**config.mk**
```make
export PLATFORM = sky130hd
export DESIGN_NAME = rect_fill_engine
export DESIGN_NICKNAME = d
export VERILOG_FILES = /design/src/rtl/rect_fill_engine.sv
export SDC_FILE = /design/constraint.sdc
export NUM_CORES = 1
export LEC_CHECK = 0
export BUFFER_PORTS_ARGS = -buffer_cell sky130_fd_sc_hd__buf_4
export CAP_MARGIN = 30
export CORE_MARGIN = 2
export CORE_UTILIZATION = 53
export CTS_BUF_LIST = sky130_fd_sc_hd__clkbuf_4
export DETAILED_ROUTE_END_ITERATION = 8
export PLACE_DENSITY = 0.74
export SETUP_SLACK_MARGIN = 0.3
export SLEW_MARGIN = 15
export SYNTH_ARGS = -nofsm -noshare
export SYNTH_HDL_FRONTEND = slang
export SYNTH_SLANG_ARGS = --single-unit
```
**constraint.sdc**
```tcl
create_clock -name CLOCK_50 -period 2.56 [get_ports CLOCK_50]
set_input_delay 0.256 -clock CLOCK_50 [delete_from_list [all_inputs] [get_ports CLOCK_50]]
set_output_delay 0.256 -clock CLOCK_50 [all_outputs]
set_load 0.02 [all_outputs]
```
**src/rtl/rect_fill_engine.sv**
```systemverilog
// rect_fill_engine: queues filled-rectangle commands in a small FIFO and
// rasterizes each one into a single framebuffer pixel write per clock.
// Optional screen-bound clipping is compiled in with the macro RECT_CLIP_EN.
module rect_fill_engine #(
   parameter int FIFO_DEPTH = 4,
   parameter int SCREEN_W   = 640,
   parameter int SCREEN_H   = 480
) (
   input  logic        CLOCK_50,
   input  logic        reset,
   input  logic        cmd_valid,
   output logic        cmd_ready,
   input  logic [10:0] cmd_x0,
   input  logic [10:0] cmd_y0,
   input  logic [10:0] cmd_x1,
   input  logic [10:0] cmd_y1,
   input  logic        cmd_color,
   output logic [10:0] x,
   output logic [10:0] y,
   output logic        pixel_color,
   output logic        pixel_write,
   output logic        busy,
   output logic        done
);

   localparam int PW = $clog2(FIFO_DEPTH);
   localparam int CW = PW + 1;
   localparam logic [CW-1:0] DEPTH_C   = CW'(FIFO_DEPTH);
   localparam logic [CW-1:0] CNT_ZERO  = '0;
   localparam logic [CW-1:0] CNT_ONE   = CW'(1);
   localparam logic [PW-1:0] PTR_ONE   = PW'(1);
`ifdef RECT_CLIP_EN
   localparam logic [10:0]   XLIM_C    = 11'(SCREEN_W);
   localparam logic [10:0]   YLIM_C    = 11'(SCREEN_H);
   localparam logic [10:0]   XMAX_C    = 11'(SCREEN_W - 1);
   localparam logic [10:0]   YMAX_C    = 11'(SCREEN_H - 1);
`endif

   typedef enum logic [1:0] {
      IDLE = 2'd0,
      LOAD = 2'd1,
      DRAW = 2'd2
   } state_t;

   state_t        state_q, state_d;
   logic [44:0]   fifo_q [FIFO_DEPTH];
   logic [PW-1:0] wr_ptr_q, wr_ptr_d;
   logic [PW-1:0] rd_ptr_q, rd_ptr_d;
   logic [CW-1:0] count_q, count_d;
   logic [44:0]   head_q, head_d;      // {color, x0, y0, x1, y1} of the popped command
   logic [10:0]   xl_q, xl_d, xr_q, xr_d, yb_q, yb_d;
   logic [10:0]   cx_q, cx_d, cy_q, cy_d;
   logic          color_q, color_d;
   logic          done_q, done_d;
   logic          push_s, pop_s, drop_s;
   logic [10:0]   nxl_s, nxr_s, nyt_s, nyb_s;

   // A full FIFO refuses pushes even if the engine pops on the same edge.
   assign cmd_ready   = (count_q != DEPTH_C);
   assign push_s      = cmd_valid && cmd_ready;
   assign pop_s       = (state_q == IDLE) && (count_q != CNT_ZERO);

   assign x           = cx_q;
   assign y           = cy_q;
   assign pixel_color = color_q;
   assign pixel_write = (state_q == DRAW);
   assign done        = done_q;
   assign busy        = (state_q != IDLE) || (count_q != CNT_ZERO);

   // Normalize the popped corners into left/right/top/bottom bounds, optionally clipped.
   always_comb begin
      nxl_s  = (head_q[43:33] < head_q[21:11]) ? head_q[43:33] : head_q[21:11];
      nxr_s  = (head_q[43:33] < head_q[21:11]) ? head_q[21:11] : head_q[43:33];
      nyt_s  = (head_q[32:22] < head_q[10:0])  ? head_q[32:22] : head_q[10:0];
      nyb_s  = (head_q[32:22] < head_q[10:0])  ? head_q[10:0]  : head_q[32:22];
      drop_s = 1'b0;
`ifdef RECT_CLIP_EN
      if (nxr_s > XMAX_C) begin
         nxr_s = XMAX_C;
      end else begin
         nxr_s = nxr_s;
      end
      if (nyb_s > YMAX_C) begin
         nyb_s = YMAX_C;
      end else begin
         nyb_s = nyb_s;
      end
      if ((nxl_s >= XLIM_C) || (nyt_s >= YLIM_C)) begin
         drop_s = 1'b1;
      end else begin
         drop_s = 1'b0;
      end
`endif
   end

   // Next-state logic for the FIFO bookkeeping and the IDLE/LOAD/DRAW scanner.
   always_comb begin
      state_d  = state_q;
      wr_ptr_d = wr_ptr_q;
      rd_ptr_d = rd_ptr_q;
      count_d  = count_q;
      head_d   = head_q;
      xl_d     = xl_q;
      xr_d     = xr_q;
      yb_d     = yb_q;
      cx_d     = cx_q;
      cy_d     = cy_q;
      color_d  = color_q;
      done_d   = 1'b0;

      if (push_s) begin
         wr_ptr_d = wr_ptr_q + PTR_ONE;
      end else begin
         wr_ptr_d = wr_ptr_q;
      end

      case ({push_s, pop_s})
         2'b10:   count_d = count_q + CNT_ONE;
         2'b01:   count_d = count_q - CNT_ONE;
         default: count_d = count_q;
      endcase

      case (state_q)
         IDLE: begin
            if (pop_s) begin
               head_d   = fifo_q[rd_ptr_q];
               rd_ptr_d = rd_ptr_q + PTR_ONE;
               state_d  = LOAD;
            end else begin
               state_d  = IDLE;
            end
         end
         LOAD: begin
            if (drop_s) begin
               done_d  = 1'b1;
               state_d = IDLE;
            end else begin
               xl_d    = nxl_s;
               xr_d    = nxr_s;
               yb_d    = nyb_s;
               cx_d    = nxl_s;
               cy_d    = nyt_s;
               color_d = head_q[44];
               state_d = DRAW;
            end
         end
         DRAW: begin
            if ((cx_q == xr_q) && (cy_q == yb_q)) begin
               done_d  = 1'b1;
               state_d = IDLE;
            end else if (cx_q == xr_q) begin
               cx_d    = xl_q;
               cy_d    = cy_q + 11'd1;
            end else begin
               cx_d    = cx_q + 11'd1;
            end
         end
         default: begin
            state_d = IDLE;
         end
      endcase
   end

   // Command storage; contents need no reset because reset empties the pointers.
   always_ff @(posedge CLOCK_50) begin
      if (push_s) begin
         fifo_q[wr_ptr_q] <= {cmd_color, cmd_x0, cmd_y0, cmd_x1, cmd_y1};
      end
   end

   // State and datapath registers with synchronous reset.
   always_ff @(posedge CLOCK_50) begin
      if (reset) begin
         state_q  <= IDLE;
         wr_ptr_q <= '0;
         rd_ptr_q <= '0;
         count_q  <= '0;
         head_q   <= 45'd0;
         xl_q     <= 11'd0;
         xr_q     <= 11'd0;
         yb_q     <= 11'd0;
         cx_q     <= 11'd0;
         cy_q     <= 11'd0;
         color_q  <= 1'b0;
         done_q   <= 1'b0;
      end else begin
         state_q  <= state_d;
         wr_ptr_q <= wr_ptr_d;
         rd_ptr_q <= rd_ptr_d;
         count_q  <= count_d;
         head_q   <= head_d;
         xl_q     <= xl_d;
         xr_q     <= xr_d;
         yb_q     <= yb_d;
         cx_q     <= cx_d;
         cy_q     <= cy_d;
         color_q  <= color_d;
         done_q   <= done_d;
      end
   end

endmodule

```
Yosys cells after proc, flatten, opt, wreduce, memory -nomap -nowiden

Memory sizes are Yosys's and may differ from the RTL's. A register that Yosys moved wholly into a read port is not among the register bits.
Cells that the tools add are included.

Magnitude comparators: 2
Add/subtract/negate cells: 6
Reductions and logical operators: 13
Bitwise gates (word level): 1
Muxes and demuxes: 17
Eq/ne operators: 10

Operators by type and width:

| kind                  | count |
|---|---|
| $mux 11               | 8 |
| $pmux 11 s2           | 2 |
| $add 11x1->11 const B | 2 |
| $eq 11x11->1          | 2 |
| $lt 11x11->1          | 2 |
| $pmux 2 s3            | 1 |
| $pmux 3 s2            | 1 |
| $reduce_bool 2->1     | 3 |
| $add 2x1->2 const B   | 2 |
| $eq 2x1->1 const B    | 2 |
| $eq 2x2->1 const B    | 2 |
| $mux 1                | 4 |
| $ne 2x1->1 const B    | 2 |
| $reduce_and 2->1      | 2 |
| $add 3x1->3 const B   | 1 |
| $logic_and 1x1->1     | 3 |
| $ne 3x3->1 const B    | 1 |
| $reduce_and 3->1      | 1 |
| $reduce_bool 3->1     | 1 |
| $sub 3x1->3 const B   | 1 |
| $logic_not 2->1       | 1 |
| $mux 2                | 1 |
| $ne 2x2->1 const B    | 1 |
| $reduce_or 2->1       | 1 |
| 2 further kinds       | 2 |

Bits of input ports: 48
Memories: 1
Logic and storage cells: 61
Bits in writable memories: 180
Output and inout bits: 27
Flip-flop bits (word level): 66

Memories:

| name   | words | bits a word | read ports | clocked after Yosys merged registers in | wr ports | RTL line | text |
|---|---|---|---|---|---|---|---|
| fifo_q | 4     | 45          | 1          | 1                                       | 1        | 46       | `logic [44:0] fifo_q [FIFO_DEPTH];` |

Longest topological paths before layout

Gate-level depths: netlist of run 1.

Depth in word-level cells: 4
Gate-level depth with buffers: 12
Depth with buffers taken out: 10

Worst setup path before layout of run 1

OpenSTA, ideal clock, no wires.

Path type: register -> register
Start: reg state_q[0]
End: reg count_q[2]
Setup slack: 160 ps
Path buffers: 2
Library setup time: 70 ps
Required time: 2490 ps
Clock period less this slack: 2400 ps
Arrival: 2330 ps
Stages on the path, launching flop included: 13
Cell sequence: dfxtp_1 inv_1 ha_1 nand2b_1 clkbuf_1 inv_1 clkbuf_1 ha_1 inv_1 fa_1 xor2_1 or3_1 a21oi_1

Cells in the longest elaborated chain, start to end: 4

RTL lines:

| element                                                | RTL line | text |
|---|---|---|
| start, declared                                        | 45       | `state_t state_q, state_d;` |
| start signal, assigned                                 | 187      | `state_q <= state_d;` |
| $logic_not 2->1 (*)                                    | 61       | `assign pop_s = (state_q == IDLE) && (count_q != CNT_ZERO);` |
| $logic_and 1x1->1 (*)                                  | 61       |  |
| $eq 2x1->1 / $eq 2x2->1 (equally long branches)        | 117      | `case ({push_s, pop_s})` |
| $pmux 3 s2 / $reduce_bool 2->1 (equally long branches) | --       |  |
| end signal, assigned                                   | 190      | `count_q <= count_d;` |
| end, declared                                          | 49       | `logic [CW-1:0] count_q, count_d;` |

Mark *: on every way between the ends. The rest lies on a longest branch, timed or not.
A chain may end at the register's enable or synchronous reset.

Final worst setup path of run 1

Start: reg head_q[10] (read register of fifo_q)
End: reg cy_q[7] (netlist: y[7])

Cells in the longest elaborated chain, start to end: 3

RTL lines:

| element              | RTL line | text |
|---|---|---|
| start, declared      | 50       | `logic [44:0] head_q, head_d;` |
| $lt 11x11->1         | 74       | `nyt_s = (head_q[32:22] < head_q[10:0]) ? head_q[32:22] : head_q[10:0];` |
| $mux 11              | 74       |  |
| $pmux 11 s2          | 123      | `case (state_q)` |
| end signal, assigned | 196      | `cy_q <= cy_d;` |
| end, declared        | 52       | `logic [10:0] cx_q, cx_d, cy_q, cy_d;` |

Every way passes these cells.

==> results.md, run 1 <==
- Status: finished clean
- Syn avg cell area: 12.8 sq um
- DRT Wirelength: 27900 microns
- Drt first pass iters: 8
- RSZ-0062 raised after global routing: yes
- Slew Viols, Final: 0
- Largest family of logic cells by synthesized area: multiplexers
- PD cells: 1320 nW/um^2
- Final Hold Vio Count: 0
- Drt wl/cell: 18.0 microns
- Initial Util: 0.536
- Mux contribution to synthesized area: 0.105
- DRT iter0 DRCs: 565
- Chip width: 158 microns
- Max Cap Viol: 0
- Clk_lat worst skew: 700 ps
- TritonCTS buffer count: 78
- Initial antenna violation count: 1
- Clk_skew: 49.4 ps
- Fmax achieved: 449 MHz
- CTS max path bufs: 3
- Core Area: 23300 sq um
- Tmin final: 2230 ps
- GR Overflow Total: 0
- P&R area growth vs syn: 22.7%
- Netlist cell types: 60
- Worst path arrival time: 2750 ps
- Crit start category: register
- Number of flops mapped to enable cells by yosys: 180
- Vias in the first global route: 8536
- Antenna viol nets, final: 0
- Root Buffer: clkbuf_4
- Async SR Flop Fraction: 0
- Detail Placement HPWL: 17600 microns
- Clock Pin Slew Worst Setup and Hold Paths: 70 ps
- Post-synthesis cell count: 978
- Nets: 1253
- Die Area: 24800 sq um
- Post-route clock period utilization: 0.870
- Max VDD drop: 0.820 mV
- Final setup fails: 0
- Port Buffers: 74
- WP data required: 3080 ps
- Largest net degree at the start of global routing: 49
- Routability congestion estimate: 0.837
- Adder-cell share of the synthesized area: 0.0316
- Synth Area in Compound Gates: 0.101
- Vias per cell: 5.50
- Clock Sinks: 291
- Ys flop type: edfxtp_1
- Fraction of synthesized cell area in xor and xnor cells: 0.0224
- CTS tree: yes
- Fin Setup TNS: 0 ps
- Leakage: 5.61 nW
- Post-synthesis sequential area ratio: 0.610
- CP Max Fanout: 9
- Synthesis-stage register bit count: 291
- Slew HR: 0.593
- Die height: 158 microns
- CP endpoint kind: register
- Post-layout util: 0.658
- Critical path type: reg -> reg
- First-pass GRT wire length: 43600 microns
- Vias: 8536
- Post-Synth Simple-Gate Area: 0.0992
- I/O Pins: 75
- GRT Overall Usage: 0.226
- Standard-cell rows: 56
- HP Class: in -> reg
- Post-synth net total: 1057
- Mapped Area: 12500 sq um
- Yosys warnings: 0
- H-Tree Depth: 3
- Slew @ Worst Pin: 610 ps
- Share of cells above drive strength 1: 0.289
- Drt drc: 0
area by class of cell:
cell class / instances / area, sq um
fillers: 1716 / 7990
diodes: 1 / 2.50
multi-input cells: 596 / 4620
clock buffers: 111 / 833
clock inverters: 28 / 161
flip-flops and latches: 291 / 7640
repair buffers: 174 / 1560
inverters: 33 / 124
well taps: 319 / 399
synthesized netlist by cell type (2+ instances only):
cell type	instances	share of area
buf_4	4	0.0024
a31oi_1	6	0.0030
o221ai_1	6	0.0042
nor3_1	13	0.0052
a311oi_2	10	0.012
o211ai_1	10	0.0060
a211o_1	2	0.0014
mux2i_1	30	0.024
o21ai_0	21	0.0084
nor2b_1	2	0.0010
mux4_2	45	0.081
a21oi_1	63	0.025
nor2_1	53	0.016
xor2_1	29	0.020
a211oi_1	16	0.0096
ha_1	30	0.030
buf_1	4	0.0012
clkbuf_1	36	0.011
inv_1	32	0.0096
or3_1	3	0.0015
nand2_1	144	0.043
and3_1	12	0.0060
nand3_1	19	0.0076
o311ai_1	2	0.0014
o21ai_1	2	0.00080
edfxtp_1	180	0.43
o21a_1	9	0.0054
dfxtp_1	111	0.18
o311ai_0	7	0.0049
a32oi_1	2	0.0014
and4_1	3	0.0021
xnor2_1	3	0.0021
o31ai_1	2	0.0012
buf_2	12	0.0048
buf_6	2	0.0018
a21o_1	3	0.0018
nand2b_1	9	0.0045
or4_1	2	0.0012
nand4_1	6	0.0030
a311oi_1	7	0.0049
nor4_2	2	0.0020
nor4_1	6	0.0030
per-stage QoR:
| step | setup WS (ps) | area, sq um | hold WS [ps] | power (W) | cells |
|---|---|---|---|---|---|
| final | 332 | 15300 | 304 | 0.0202 | 1553 |
| after global placement | 312 | 13600 | 457 | 0.0147 | 1354 |
| after global routing | 228 | 15300 | 289 | 0.0214 | 1553 |
| after floorplan | 296 | 12500 | 355 | 0.0125 | 978 |
| after CTS | 285 | 15100 | 271 | 0.0190 | 1540 |
| after detailed placement | 268 | 13600 | 459 | 0.0149 | 1354 |
layer usage:
| layer | vias to the layer above | GRT usage | routed length [microns] |
|---|---|---|---|
| met5 | - | 0 | 0 |
| met4 | 0 | 0.0840 | 578 |
| met3 | 43 | 0.0493 | 1850 |
| met2 | 269 | 0.346 | 12800 |
| met1 | 4122 | 0.319 | 12600 |
| li1 | 4102 | - | - |
worst paths after layout:
check                                             start                 endpoint  slack (ps)  cells past startpoint
worst min register to register  head_q[15]$_SDFFE_PP0P_  head_q[15]$_SDFFE_PP0P_         470                      2
worst min-delay path                          cmd_y0[0]  fifo_q[0][22]$_DFFE_PP_         300                      2
worst max-delay path            head_q[10]$_SDFFE_PP0P_        y[7]$_SDFFE_PP0P_         330                      9
worst max register to register  head_q[10]$_SDFFE_PP0P_        y[7]$_SDFFE_PP0P_         330                      9
flip-flops by register name (all words and copies together) (netlist names):
name / count
xr_q: 11
yb_q: 11
count_q: 3
fifo_q: 180
rd_ptr_q: 2
state_q: 2
wr_ptr_q: 2
done: 1
xl_q: 11
y: 11
head_q: 45
x: 11
pixel_color: 1
critical path, cell delays in order (launching register included):
cell and delay, ps:
dfxtp_1 430, inv_1 80, ha_1 330, a211oi_2 260
o31ai_2 110, o221ai_2 240, buf_12 160, buf_8 140
mux2i_2 260, o211ai_1 100
cell usage in the layout (no fill, tap or decap), types with 6 or more instances in the layout:
cell	instances
edfxtp_1	180
nand2_1	144
buf_4	112
clkbuf_4	111
dfxtp_1	97
a21oi_1	63
nor2_1	52
dlygate4sd3_1	47
mux4_2	45
inv_1	31
xor2_1	29
mux2i_1	24
ha_1	23
o21ai_0	19
nand3_1	18
clkinv_1	18
a211oi_1	14
dfxtp_2	14
nor3_1	13
a311oi_2	10
o211ai_1	10
nand2b_1	9
o21a_1	9
buf_12	9
a311oi_1	7
o311ai_0	7
and3_2	6
nor4_1	6
o221ai_1	6
nand4_1	6
and3_1	6
cells by family (layout without fill, tap and decap cells):
family | after synthesis | in the layout
AOI/OAI and AO/OA | 179 | 179
xor gates and xnor gates | 32 | 32
adders and majority gates | 31 | 31
buffers and inverters | 91 | 346
DFF | 291 | 291
muxes | 75 | 75
other | 0 | 1
and+or+nand+nor | 279 | 279
timing repair:
action / in CTS / in global routing
hold endpoints to repair: 195 / 0
pin swaps: 0 / 17
buffers inserted: 0 / 10
hold buffers: 47 / 0
setup endpoints to repair: 4 / 46
gates cloned: 0 / 2
resized for setup: 1 / 46
report_power, final:
part | internal, W | switching (W) | total (W) | leakage [nW]
clock network | 0.00212 | 0.00190 | 0.00403 | 0.584
logic | 0.00425 | 0.00516 | 0.00942 | 2.46
registers | 0.00593 | 0.000805 | 0.00674 | 2.56
total | 0.0123 | 0.00787 | 0.0202 | 5.61
Note: power is estimated with default switching activity, not from simulation.
==> run 2, diff against run 1 <==
--- a/config.mk
+++ b/config.mk
@@ -12,6 +12,7 @@
 export CTS_BUF_LIST = sky130_fd_sc_hd__clkbuf_4
 export DETAILED_ROUTE_END_ITERATION = 8
 export PLACE_DENSITY = 0.74
+export RECOVER_POWER = 100
 export SETUP_SLACK_MARGIN = 0.3
 export SLEW_MARGIN = 15
 export SYNTH_ARGS = -nofsm -noshare
==> run 2 against run 1 <==
Fmax is 5.4% lower. Clock skew up 6.2 ps. Register-to-register slack worse by 130 ps. Wire length up 0.23%. Largest cell class unchanged. Clock-buffer cell count is the same. Power shrank 2.2%. Global-route usage unchanged. Cell area fell by 2.5%. Clock power about the same.
==> results.md, run 2 (synthesized netlist as in run 1, its figures left out) <==
- Status: finished clean
- Detail Placement HPWL: 17600 microns (unchanged)
- GRT Overall Usage: 0.226 (unchanged)
- Slew @ Worst Pin: 1310 ps (+695 ps)
- Reg power frac: 0.341 (+0.007)
- Vias in the first global route: 8536 (unchanged)
- Commonest non-fill, non-tap cell in the layout: edfxtp_1
- Most frequent cells in the layout: edfxtp_1 (180), nand2_1 (144), clkbuf_4 (112)
- FILL cells: 1821 (+6.1%)
- Top Registers: fifo_q (180), head_q (45)
- Worst setup margin: 206 ps (-126 ps)
- Crit start category: register
- CP Max Fanout: 4 (-5)
- Post-layout util: 0.641 (-0.0166)
- Drt first pass iters: 5 (-3)
- Fmax achieved: 425 MHz (-5.4%)
- Vias: 8561 (+0.29%)
- Clk_lat worst skew: 690 ps (about the same)
- Slew HR: 0.130 (-0.464)
- Switch share: 0.392 (+0.00236)
- Drt wl/cell: 18.0 microns (+0.23%)
- First-pass GRT wire length: 43600 microns (unchanged)
- CTS tree: yes
- PD cells: 1320 nW/um^2 (+0.31%)
- Most flops, register: fifo_q
- Internal power: 0.0120 W (-2.6%)
- Antenna viol nets, final: 0 (unchanged)
- Share of cells above drive strength 1: 0.213 (-0.0754)
- P&R area growth vs syn: 19.6%
- Clk_skew: 55.6 ps (+6.25 ps)
- Root Buffer: clkbuf_4
- Core Area: 23300 sq um (unchanged)
- Fin Setup TNS: 0 ps (unchanged)
- Worst path arrival time: 2880 ps (+130 ps)
- Worst Setup SP: head_q[41]$_SDFFE_PP0P_
- Met2 wire length: 12800 microns (about the same)
- Drt drc: 0 (unchanged)
- Initial antenna violation count: 1 (unchanged)
- Met3 routed WL: 1860 microns (+0.16%)
- Routability congestion estimate: 0.837 (unchanged)
- Switching power: 0.00774 W (-1.6%)
- Metal-1 WL: 12700 microns (+0.36%)
- DRT Wirelength: 28000 microns (+0.23%)
- Logic pwr share: 0.456 (-0.011)
- Register-to-Register Path Depth: 7 (-2)
- Clock Sinks: 291 (unchanged)
- CP endpoint kind: register
- Worst R2R End: xl_q[1]$_SDFFE_PP0P_
- HP Class: in -> reg
- Die Area: 24800 sq um (unchanged)
- Max Cap Viol: 0 (unchanged)
- Leakage: 5.33 nW (-4.9%)
- Post-route clock period utilization: 0.920 (+0.0493)
- Max VDD drop: 0.791 mV (-3.6%)
- Slew Viols, Final: 0 (unchanged)
- Worst Hold Slack: 370 ps (+66.0 ps)
- Final setup fails: 0 (unchanged)
- Overall power: 0.0197 W (-2.2%)
- Critical path type: reg -> reg
- Largest net degree at the start of global routing: 49 (unchanged)
- Top layer in use: met4
- R2R Path Start: head_q[41]$_SDFFE_PP0P_
- Port Buffers: 74 (unchanged)
- DRT iter0 DRCs: 513 (-9.2%)
- R2r setup slk: 210 ps (-130 ps)
- H-Tree Depth: 3 (unchanged)
- Chip width: 158 microns (unchanged)
- Nets: 1253 (unchanged)
- Worst Setup EP: xl_q[1]$_SDFFE_PP0P_
- Vias per cell: 5.51 (+0.29%)
- I/O Pins: 75 (unchanged)
- Clock Pin Slew Worst Setup and Hold Paths: 70 ps (about the same)
- CTS max path bufs: 3 (unchanged)
- Tmin final: 2350 ps (+126 ps)
- Final Hold Vio Count: 0 (unchanged)
- Die height: 158 microns (unchanged)
- GR Overflow Total: 0 (unchanged)
- Clock power share: 0.204 (+0.004)
- Initial Util: 0.536 (unchanged)
- WP data required: 3090 ps (about the same)
- TritonCTS buffer count: 78 (unchanged)
- Max FFs per register: 180 (unchanged)
- Pre-CTS setup slack: 268 ps (unchanged)
- RSZ-0062 raised after global routing: yes
- Standard-cell rows: 56 (unchanged)
run 2: worst min path at each step:
stage                          from  depth (start not counted)                 endpoint  slack (ps)
2_1_floorplan             cmd_y1[0]                          0   fifo_q[0][0]$_DFFE_PP_         350
3_3_place_gp   xl_q[2]$_SDFFE_PP0P_                          2     xl_q[2]$_SDFFE_PP0P_         460
3_5_place_dp              cmd_y0[4]                          1  fifo_q[2][26]$_DFFE_PP_         460
4_1_cts                   cmd_y1[8]                          2   fifo_q[2][8]$_DFFE_PP_         270
5_1_grt                   cmd_y0[8]                          2  fifo_q[2][30]$_DFFE_PP_         370
6_report                  cmd_y0[0]                          2  fifo_q[2][22]$_DFFE_PP_         370
run 2: repair_timing:
item	in CTS	in global routing
endpoints found under the setup margin	4	46
pin swaps	0	17
gates resized for setup	1	46
cloned	0	2
hold endpoints to repair	195	0
hold buffers	47	0
setup buffers	0	10
run 2: routing by layer:
layer | track usage | up-vias
met3 | 0.0493 | 44
met2 | 0.346 | 280
met4 | 0.0840 | 0
met1 | 0.319 | 4129
li1 | - | 4108
met5 | 0 | -
run 2: per-stage QoR:
stage          area [sq um]  std cells
6_report              15000       1553
4_1_cts               15100       1540
3_5_place_dp          13600       1354
5_1_grt               15000       1553
2_1_floorplan         12500        978
3_3_place_gp          13600       1354
run 2: power groups by stage:
stage / sequential [W] / combinational, W / clock, W
2_1_floorplan: 0.00658 / 0.00589 / 0
3_3_place_gp: 0.00673 / 0.00801 / 0
3_5_place_dp: 0.00677 / 0.00813 / 0
4_1_cts: 0.00668 / 0.00826 / 0.00411
5_1_grt: 0.00683 / 0.00979 / 0.00437
6_report: 0.00672 / 0.00899 / 0.00402
run 2: layout make-up:
type	count	area, sq um	area share
Antenna cell	1	2.50	0.000167
Clock buffer	111	833	0.0557
Inverter	33	124	0.00828
Tap cell	319	399	0.0267
Sequential cell	291	7640	0.511
Multi-Input combinational cell	596	4540	0.303
Timing Repair Buffer	174	1260	0.0840
Clock inverter	28	161	0.0108
run 2: worst max-delay path, cell delays in order (launching register included):
cell and delay [ps]:
dfxtp_1 420, ha_4 240, a21o_1 220, a211o_1 300, a211oi_4 310, or2_4 220, mux2i_1 350, a211oi_1 140
==> run 3, diff against run 2 <==
--- a/config.mk
+++ b/config.mk
@@ -7,13 +7,14 @@
 export LEC_CHECK = 0
 export BUFFER_PORTS_ARGS = -buffer_cell sky130_fd_sc_hd__buf_4
 export CAP_MARGIN = 30
+export CELL_PAD_IN_SITES_DETAIL_PLACEMENT = 1
+export CELL_PAD_IN_SITES_GLOBAL_PLACEMENT = 1
 export CORE_MARGIN = 2
-export CORE_UTILIZATION = 53
+export CORE_UTILIZATION = 47
 export CTS_BUF_LIST = sky130_fd_sc_hd__clkbuf_4
 export DETAILED_ROUTE_END_ITERATION = 8
-export PLACE_DENSITY = 0.74
+export PLACE_DENSITY_LB_ADDON = 0.1
 export RECOVER_POWER = 100
-export SETUP_SLACK_MARGIN = 0.3
 export SLEW_MARGIN = 15
 export SYNTH_ARGS = -nofsm -noshare
 export SYNTH_HDL_FRONTEND = slang
==> run 3 against run 2 <==
Die area increased by 12%. Cell count about the same. Clock skew decreased by 8.9 ps. Largest power group unchanged.
==> results.md, run 3 (synthesized netlist as in run 1, its figures left out) <==
- Status: finished clean
- GRT Overall Usage: 0.224 (-0.00150)
- Drt first pass iters: 5 (unchanged)
- Root Buffer: clkbuf_4
- Vias in the first global route: 9050 (+6.0%)
- I/O Pins: 75 (unchanged)
- Non-filler cells, final: 1552 (-0.064%)
- Drt drc: 0 (unchanged)
- Core Area: 26100 sq um (+12%)
- Switching power: 0.00764 W (-1.3%)
- RSZ-0062 raised after global routing: no
- Slew Viols, Final: 0 (unchanged)
- Placed cell count: 1367 (+0.96%)
- Standard-cell rows: 59 (+5.4%)
- CTS tree: yes
- Slew @ Worst Pin: 1380 ps (+79.1 ps)
- Hold endpoint: fifo_q[0][15]$_DFFE_PP_
- Initial Util: 0.480 (-0.0561)
- DRT iter0 DRCs: 523 (+1.9%)
- GR Overflow Total: 0 (unchanged)
- Detail Placement HPWL: 19300 microns (+9.9%)
- Leakage: 5.25 nW (-1.6%)
- Worst Hold Slack: 365 ps (-5.24 ps)
- Clock Pin Slew Worst Setup and Hold Paths: 70 ps (about the same)
- FILL cells: 2727 (+50%)
- Reg power frac: 0.351 (+0.010)
- H-Tree Depth: 3 (unchanged)
- Chip width: 167 microns (+6.0%)
- Clock power share: 0.221 (+0.017)
- Max Cap Viol: 0 (unchanged)
- Clk_skew: 46.7 ps (-8.89 ps)
- TritonCTS buffer count: 77 (-1.3%)
- Routability congestion estimate: 0.799 (-4.5%)
- Switch share: 0.401 (+0.00894)
- Post-route clock period utilization: 0.924 (+0.00407)
- Slew HR: 0.0771 (-0.0527)
- Final Hold Vio Count: 0 (unchanged)
- Critical path type: reg -> reg
- CP Max Fanout: 10 (+6)
- Antenna viol nets, final: 0 (unchanged)
- Internal power: 0.0114 W (-4.9%)
- Tmin final: 2360 ps (+10.4 ps)
- Top Registers: fifo_q (180), head_q (45)
- P&R area growth vs syn: 18.0%
- Die height: 167 microns (+6.0%)
- Port Buffers: 74 (unchanged)
- Final setup fails: 0 (unchanged)
- Sequential cell area: 7630 sq um (-0.15%)
- Worst path arrival time: 2920 ps (+40 ps)
- Drt wl/cell: 19.9 microns (+10%)
- CP endpoint kind: register
- First-pass GRT wire length: 49300 microns (+13%)
- Most flops, register: fifo_q
- Largest net degree at the start of global routing: 53 (+8.2%)
- Nets: 1237 (-1.3%)
- Max VDD drop: 0.817 mV (+3.4%)
- DRT Wirelength: 30800 microns (+10%)
- Die Area: 27900 sq um (+12%)
- WP data required: 3120 ps (+30 ps)
- Logic pwr share: 0.428 (-0.028)
- Register-to-Register Path Depth: 9 (+2)
- Multi-input logic area: 4470 sq um (-1.6%)
- Commonest non-fill, non-tap cell in the layout: edfxtp_1
- Vias per cell: 5.48 (-0.51%)
- Initial antenna violation count: 1 (unchanged)
- CTS max path bufs: 3 (unchanged)
- PD cells: 1290 nW/um^2 (-2.1%)
- Post-CTS sizing: 0 (-1)
- HP Class: in -> reg
- Clock Sinks: 291 (unchanged)
- Fmax achieved: 423 MHz (-0.44%)
- Min-Delay Path Depth: 2 (unchanged)
- Share of cells above drive strength 1: 0.185 (-0.0283)
- Hold_sp: cmd_x1[4]
- R2r setup slk: 200 ps (about the same)
- Crit start category: register
- Worst R2R End: xr_q[10]$_SDFFE_PP0P_
- Clk_lat worst skew: 680 ps (about the same)
- Most frequent cells in the layout: edfxtp_1 (180), nand2_1 (144), clkbuf_4 (112)
- Max FFs per register: 180 (unchanged)
- Fin Setup TNS: 0 ps (unchanged)
- R2R Path Start: head_q[19]$_SDFFE_PP0P_
- Vias: 8512 (-0.57%)
-- run 3: cell types whose count changed in the layout (fill, tap and decap cells not counted), moves of 3 or more --
cell      previous run  this run
ha_4                 3         0
inv_6                4         1
ha_1                25        30
dfxtp_1             98       109
buf_4               37        28
buf_6                3         0
dfxtp_2             13         1
clkbuf_2             2         5
-- run 3: metrics by stage --
stage	util	power [W]	instance area [sq um]	worst slack [ps]
finish	0.566	0.0190	14800	196
CTS	0.580	0.0194	15100	168
floorplan	-	0.0125	12500	160
detailed placement	0.523	0.0152	13600	184
global placement	0.523	0.0150	13600	288
global route	0.566	0.0204	14800	0.121
-- run 3: worst max path at each step --
stage / startpoint / endpoint / slack, ps / cells after the start
floorplan: state_q[0]$_SDFFE_PP0P_ / count_q[2]$_SDFFE_PP0P_ / 160 / 12
global placement: head_q[19]$_SDFFE_PP0P_ / xr_q[8]$_SDFFE_PP0P_ / 290 / 9
detailed placement: head_q[19]$_SDFFE_PP0P_ / xr_q[10]$_SDFFE_PP0P_ / 180 / 9
CTS: head_q[19]$_SDFFE_PP0P_ / xr_q[10]$_SDFFE_PP0P_ / 170 / 9
global route: head_q[17]$_SDFFE_PP0P_ / x[3]$_SDFFE_PP0P_ / 0.1 / 9
finish: head_q[19]$_SDFFE_PP0P_ / xr_q[10]$_SDFFE_PP0P_ / 200 / 9
-- run 3: layout make-up --
cell class | count | area share
diodes | 1 | 0.000170
multi-input cells | 596 | 0.303
clock buffers | 112 | 0.0570
flip-flops and latches | 291 | 0.517
repair buffers | 159 | 0.0745
clock inverters | 25 | 0.0114
well taps | 335 | 0.0284
inverters | 33 | 0.00840
-- run 3: power by group through the flow --
| stage | Clock [W] | Sequential, W | Combinational, W |
|---|---|---|---|
| 4_1_cts | 0.00430 | 0.00669 | 0.00845 |
| 5_1_grt | 0.00457 | 0.00683 | 0.00901 |
| 3_3_place_gp | 0 | 0.00674 | 0.00825 |
| 2_1_floorplan | 0 | 0.00659 | 0.00588 |
| 6_report | 0.00420 | 0.00669 | 0.00815 |
| 3_5_place_dp | 0 | 0.00679 | 0.00837 |
-- run 3: repair_timing --
item | 4_1_cts | 5_1_grt
hold buffers | 47 | 0
endpoints found under the setup margin | 0 | 0
hold endpoints to repair | 197 | 0
setup buffers | 0 | 0
-- run 3: critical path, stage by stage, from the launching register on --
cell and delay, ps:
dfxtp_1 370, inv_1 60, ha_1 330, a21o_1 200, a211o_1 330, a211oi_4 190, or2_1 300, buf_12 170
nand2_1 50, a311oi_1 280
-- run 3: per-layer routing --
metal  vias up  track usage  share of wire
li1       4053            -              -
met1      4186        0.314           0.48
met2       222        0.351           0.46
met3        51       0.0511          0.049
met4         0       0.0693          0.016
met5         -            0              0
